==> src/rtl/cpu_types_pkg.sv <==
// Shared CPU-side types: word width, RAM handshake states and the arbiter FSM encoding.
package cpu_types_pkg;

  typedef logic [31:0] word_t;

  typedef enum logic [1:0] {
    FREE   = 2'b00,
    BUSY   = 2'b01,
    ACCESS = 2'b10,
    ERROR  = 2'b11
  } ramstate_t;

  typedef enum logic [1:0] {
    IDLE  = 2'b00,
    IGNT  = 2'b01,
    DGNT  = 2'b10,
    FAULT = 2'b11
  } arb_state_t;

  // Bits needed to hold 0..max_val, never narrower than min_w.
  function automatic int cnt_width(input int max_val, input int min_w);
    int w;
    w = $clog2(max_val + 1);
    return (w < min_w) ? min_w : w;
  endfunction

endpackage

==> src/rtl/mem_arbiter.sv <==
// Single-port RAM arbiter between instruction fetch and data access, with
// starvation guard for instruction requests and a grant-wait watchdog.
//
// state | meaning
// IDLE  | no grant; RAM outputs low; picks the next requester
// IGNT  | instruction read owns the RAM until ACCESS or withdrawal
// DGNT  | data read/write owns the RAM until ACCESS or withdrawal
// FAULT | RAM error or wait timeout; err high, everything quiet until RST
module mem_arbiter
  import cpu_types_pkg::*;
#(
  parameter int STARVE_LIMIT = 4,
  parameter int TIMEOUT      = 255
) (
  input  logic      CLK,
  input  logic      RST,
  input  logic      iREN,
  input  word_t     iaddr,
  input  logic      dREN,
  input  logic      dWEN,
  input  word_t     daddr,
  input  word_t     dstore,
  output logic      ihit,
  output logic      dhit,
  output word_t     iload,
  output word_t     dload,
  output logic      ramREN,
  output logic      ramWEN,
  output word_t     ramaddr,
  output word_t     ramstore,
  input  word_t     ramload,
  input  ramstate_t ramstate,
  output logic      err
);

  localparam int SW = cnt_width(STARVE_LIMIT, 3);
  localparam int WW = cnt_width(TIMEOUT, 1);

  arb_state_t    r_state;
  arb_state_t    w_state_next;
  logic [SW-1:0] r_dstreak;
  logic [WW-1:0] r_wait;

  logic w_dreq;
  logic w_starve;
  logic w_access;
  logic w_stall;

  assign w_dreq   = dREN | dWEN;
  assign w_starve = (r_dstreak == SW'(STARVE_LIMIT)) && iREN;
  assign w_access = (ramstate == ACCESS);
  // The wait value counts completed grant cycles, so the TIMEOUT-th stalled cycle trips it.
  assign w_stall  = (ramstate == ERROR) || (r_wait == WW'(TIMEOUT - 1));

  always_comb begin
    w_state_next = r_state;
    ihit         = 1'b0;
    dhit         = 1'b0;
    iload        = '0;
    dload        = '0;
    ramREN       = 1'b0;
    ramWEN       = 1'b0;
    ramaddr      = '0;
    ramstore     = '0;
    err          = 1'b0;

    case (r_state)
      IDLE: begin
        if (w_dreq && !w_starve) begin
          w_state_next = DGNT;
        end else if (iREN) begin
          w_state_next = IGNT;
        end
      end

      IGNT: begin
        if (!iREN) begin
          w_state_next = IDLE;
        end else begin
          ramREN  = 1'b1;
          ramaddr = iaddr;
          if (w_access) begin
            ihit         = ~RST;
            iload        = RST ? '0 : ramload;
            w_state_next = IDLE;
          end else if (w_stall) begin
            w_state_next = FAULT;
          end
        end
      end

      DGNT: begin
        if (!w_dreq) begin
          w_state_next = IDLE;
        end else begin
          ramaddr  = daddr;
          ramstore = dstore;
          ramWEN   = dWEN;
          ramREN   = dREN & ~dWEN;
          if (w_access) begin
            dhit         = ~RST;
            dload        = RST ? '0 : ramload;
            w_state_next = IDLE;
          end else if (w_stall) begin
            w_state_next = FAULT;
          end
        end
      end

      FAULT: begin
        err = 1'b1;
      end

      default: begin
        w_state_next = IDLE;
      end
    endcase
  end

  always_ff @(posedge CLK) begin
    if (RST) begin
      r_state   <= IDLE;
      r_dstreak <= '0;
      r_wait    <= '0;
    end else begin
      r_state <= w_state_next;

      // Staying in the same grant means another cycle without ACCESS; any other move restarts.
      if ((r_state == IGNT || r_state == DGNT) && (w_state_next == r_state)) begin
        r_wait <= r_wait + WW'(1);
      end else begin
        r_wait <= '0;
      end

      if (ihit) begin
        r_dstreak <= '0;
      end else if (dhit && iREN && (r_dstreak != SW'(STARVE_LIMIT))) begin
        r_dstreak <= r_dstreak + SW'(1);
      end
    end
  end

endmodule

==> config.mk <==
export PLATFORM = sky130hd
export DESIGN_NAME = mem_arbiter
export DESIGN_NICKNAME = d
export VERILOG_FILES = /design/src/rtl/cpu_types_pkg.sv /design/src/rtl/mem_arbiter.sv
export SDC_FILE = /design/constraint.sdc
export NUM_CORES = 1
export LEC_CHECK = 0
export ABC_AREA = 1
export BUFFER_PORTS_ARGS = -buffer_cell sky130_fd_sc_hd__buf_2
export CAP_MARGIN = 25
export CORE_AREA = 4 4 102 104
export CTS_CLUSTER_SIZE = 8
export DETAILED_ROUTE_END_ITERATION = 6
export DIE_AREA = 0 0 106 108
export GPL_TIMING_DRIVEN = 0
export PLACE_DENSITY = 0.62
export SLEW_MARGIN = 20
export SYNTH_ARGS = -nofsm -noshare
export SYNTH_HDL_FRONTEND = slang
export SYNTH_SLANG_ARGS = --single-unit
==> constraint.sdc <==
create_clock -name CLK -period 1.8 [get_ports CLK]
set_clock_uncertainty 0.1 [all_clocks]
set_input_delay 0.18 -clock CLK [delete_from_list [all_inputs] [get_ports CLK]]
set_output_delay 0.18 -clock CLK [all_outputs]
set_load 0.01 [all_outputs]
Yosys cells after proc, flatten, opt, wreduce, memory -nomap -nowiden:

Cells that the tools add are included.
Widths: inputs -> output; s select.

* mux-type cells: 29
* $add $sub $neg: 2
* bitwise operators: 5
* equality and inequality tests: 9
* reductions and logical operators: 11

Operators with widths (number)
* $mux 32: 10
* $pmux 32 s2: 1
* $mux 2: 6
* $mux 1: 10
* $add 8x1->8 const B: 1
* $eq 2x2->1 const B: 4
* $eq 8x8->1 const B: 1
* $pmux 2 s3: 1
* $logic_and 1x1->1: 5
* $reduce_or 2->1: 2
* $add 3x1->3 const B: 1
* $eq 3x3->1 const B: 1
* $ne 3x3->1 const B: 1
* $not 1->1: 3
* $eq 2x1->1 const B: 1
* $eq 2x2->1: 1
* $logic_not 2->1: 1
* $logic_or 1x1->1: 2
* $pmux 1 s2: 1
* $and 1x1->1: 1
* $logic_not 1->1: 1
* $or 1x1->1: 1

* input port bits: 135
* output and inout port bits: 133
* word-level logic and storage cells: 59
* flip-flop bits (word level): 13

Depth between registers and ports, before layout:

* depth in word-level cells: 10
* depth in mapped cells: 11
* mapped depth without buffers: 11

Worst setup path before layout:

No wires, ideal clock.

* path kind: register -> output
* from: register r_state[0]
* to: output port dload[10]
* arrival: 1.433 ns
* buffers on the path: 1
* cell stages (with the launch flop): 8
* required time: 1.520 ns
* path slack: 0.087 ns
* cells stage by stage: dfxtp_1 > inv_1 > ha_1 > o21ai_4 > nor2_2 > inv_2 > buf_2 > nor2_1

* word-level cells in the longest chain between the ends: 2

RTL lines
* from (decl): RTL line mem_arbiter.sv:39 `arb_state_t r_state;`
* from (signal assigned): RTL line mem_arbiter.sv:126 `r_state <= w_state_next;`
* $eq 2x2->1: RTL line mem_arbiter.sv:67 `case (r_state)`
* $mux 32: RTL line mem_arbiter.sv:67
* to (decl): RTL line mem_arbiter.sv:26 `output word_t dload,`

Every way passes these cells.

Worst setup path after layout:

* from: register r_state[1]
* to: output port ramaddr[31]

* word-level cells in the longest chain between the ends: 2
* elaborated cells on any way between the ends: 3
* those cells by class: 2 x eq/ne; 1 x mux

RTL lines
* $eq 2x2->1 / $eq 2x1->1 (equally long branches): RTL line mem_arbiter.sv:67
* $pmux 32 s2 *: RTL line mem_arbiter.sv:67
* to (decl): RTL line mem_arbiter.sv:29 `output word_t ramaddr,`

Mark *: on every way between the ends. The rest lies on a longest branch, timed or not.

==> flow_summary.toml <==
[outcome]
status = "complete, but fails checks"
violations = "negative setup slack"

[timing]
post-route-min-period_ps = 1841
timing.final.ws_setup_ps = -41.10
slew-limit-headroom = 0.7526
rsz0062_at_grt = "yes"
setup_viol = 56
min_period_over_period = 1.023
drv_slew = 0
final_hold_viol_count = 0
max_clock_freq_ghz = 0.5432
worstMarginPinSlew_ps = 369.8

[clock_tree]
clk_pin_slew_ps = 60
htree_levels = 1
cts.path.max_buffers = 2
cts.sinks = 13
clk_latency_ps = 250
cts_tree = "done"
cts_hold_buf = 0
numCtsBuffers = 3
root_buffer = "clkbuf_8"

[final_layout]
drive_gt1_frac = 0.5513
area_growth_syn_to_layout_pct = 99.43
final_area_mm2 = 0.003968
stdcell_count = 806
diodes = 0
final_net_count = 817

[placed_design]
gp_congestion = 0.7984
pre_cts_ws_ps = -288.3
dpl_cell_area_mm2 = 0.003492
dp_hpwl_um = 7919
io_buffers = 267
place_inst = 788

[die]
dieArea_mm2 = 0.01145
die_w_um = 106
rows = 36
io_pins = 268
die_h_um = 108
start_util = 0.2083
core-area_mm2 = 0.009549

[route]
ant_nets = 0
drc = 0
avgViaCountPerCell = 4.032
wl_um = 9393
wl_per_cell_um = 11.65
num_vias = 3250
drtIter0Drc = 138
dr.pass1.iters = 4

[global_route]
grt_pass1_vias = 2946
grt_pass1_wl_um = 13840
grtUsageMet1 = 0.1715
grt-ovfl-total = 0
top_usage_layer = "met2"
grt_use_met3 = 0.03104
grt_max_degree = 11
gr-usage-all-layers = 0.1447
antenna_found_initial = 1
met2_usage = 0.2709

[critical_path]
arrival_ps = 1560
setup.worst_path.end_class = "output pin"
r2r-end = "r_wait[6]$_SDFF_PP0_"
crit_start = "r_state[1]$_SDFF_PP0_"
r2r_setup_slack_ps = 90
r2r-start = "r_state[1]$_SDFF_PP0_"
critPathKind = "reg -> out"
cp.required_ps = 1520
critical_path.max_fanout = 10
reg2reg_depth = 10
cp-start-kind = "flip-flop"

[power]
vdd_drop_max_v = 0.0001744
leakage_nw = 2.472
cellPowerDensity_mw_per_mm2 = 369.1
fin_total_pwr_mw = 1.464

[worst_hold_path]
hp-class = "in -> reg"
worstHoldStart = "RST"
min_path_cells = 2
hold_end = "r_state[0]$_SDFF_PP0_"

[yosys]
ys_ff_latch = 13
seq_area_frac_synth = 0.1308
synth_nets = 531
synth_cells = 388
synth_cell_types = 24
ys_top_cells_by_area = "nor2_1, nand2_1, inv_1"
synthDominantCellAreaShare = 0.1962
avgSynthCellArea_um2 = 5.127
yosysTopAreaCell = "nor2_1"
synth_area_mm2 = 0.001989
yosys_warnings = 0

[run]
cap_violations = 0
==> flip-flops by register name, summed over array words and instances (netlist names) <==
| register | cells |
|---|---|
| r_wait | 8 |
| r_state | 2 |
| r_dstreak | 3 |
==> layer usage <==
layer,routed length [um],vias up
met3,900,10
met2,4762,174
met5,13,-
met1,3629,1349
li1,-,1715
met4,87,2
==> placed cells by master, fill, tap and decap left out, drive strengths merged, types with 2 or more instances in the layout <==
master / synthesis / layout
ha: 8 / 8
nor2: 107 / 107
xnor2: 2 / 2
clkbuf: 6 / 7
inv: 82 / 82
xor2: 4 / 4
dfxtp: 13 / 13
nand3: 13 / 13
o21ai: 3 / 3
a21oi: 39 / 39
buf: 12 / 296
nand2: 87 / 87
nor3: 9 / 9
==> worst max path at each step <==
stage,end,slack [ps],cells past startpoint
detailed placement,dload[13],-290,8
floorplan,dload[10],90,7
finish,ramaddr[31],-40,6
global route,ramaddr[24],-130,6
CTS,ramaddr[31],-50,6
global placement,dload[13],-300,8
==> synthesized netlist by cell type (all sizes together) <==
cell type,count
nor2,107
nand2,87
inv,82
a21oi,39
dfxtp,13
nand3,13
buf,12
nor3,9
ha,8
clkbuf,6
xor2,4
o21ai,3
xnor2,2
and3,1
clkinv,1
or2,1
==> per-stage QoR <==
step | setup TNS (ps) | utilization | hold WS (ps)
5_1_grt | -9069 | 0.4155 | 39.14
2_1_floorplan | 0 | - | 152.4
4_1_cts | -1528 | 0.4032 | 32.52
3_3_place_gp | -21140 | 0.3657 | 304.9
3_5_place_dp | -20360 | 0.3657 | 302.9
6_report | -885.1 | 0.4155 | 34.66
==> cells by family (layout without fill, tap and decap cells) <==
| kind of cell | after synthesis | after routing | share of synthesized area |
|---|---|---|---|
| and+or+nand+nor | 218 | 218 | 0.4792 |
| buffers and inverters | 101 | 386 | 0.1981 |
| AOI/OAI and AO/OA | 42 | 42 | 0.1151 |
| DFF | 13 | 13 | 0.1308 |
| adders and majority gates | 8 | 8 | 0.05032 |
| xor gates and xnor gates | 6 | 6 | 0.02641 |
==> where the power goes <==
group	switching (mW)	total, mW	internal, mW
Combinational	0.492	0.885	0.393
Clock	0.111	0.268	0.157
Sequential	0.0140	0.311	0.297
Total	0.617	1.46	0.847
==> area by class of cell <==
cell class                      count  area [um2]
Buffer                             18       217.7
Clock buffer                        4       45.04
Fill cell                        1049        5582
Inverter                           83       331.6
Multi-Input combinational cell    274        1474
Sequential cell                    13       267.8
Tap cell                          133       166.4
Timing Repair Buffer              281        1465
==> repair_timing <==
action / in CTS / in global routing
pin swaps: 4 / 3
endpoints found under the hold margin: 0 / 0
cloned: 2 / 0
resized for setup: 75 / 38
endpoints found under the setup margin: 142 / 132
buffers inserted: 11 / 1
==> worst max-delay path, cell delays in order (launching register included) <==
cell      delay, ps
dfxtp_4         390
inv_4            50
ha_1            320
clkinv_4        100
clkbuf_8        170
a21oi_1         130
buf_2           150
Power figures use the tool's default switching activity.
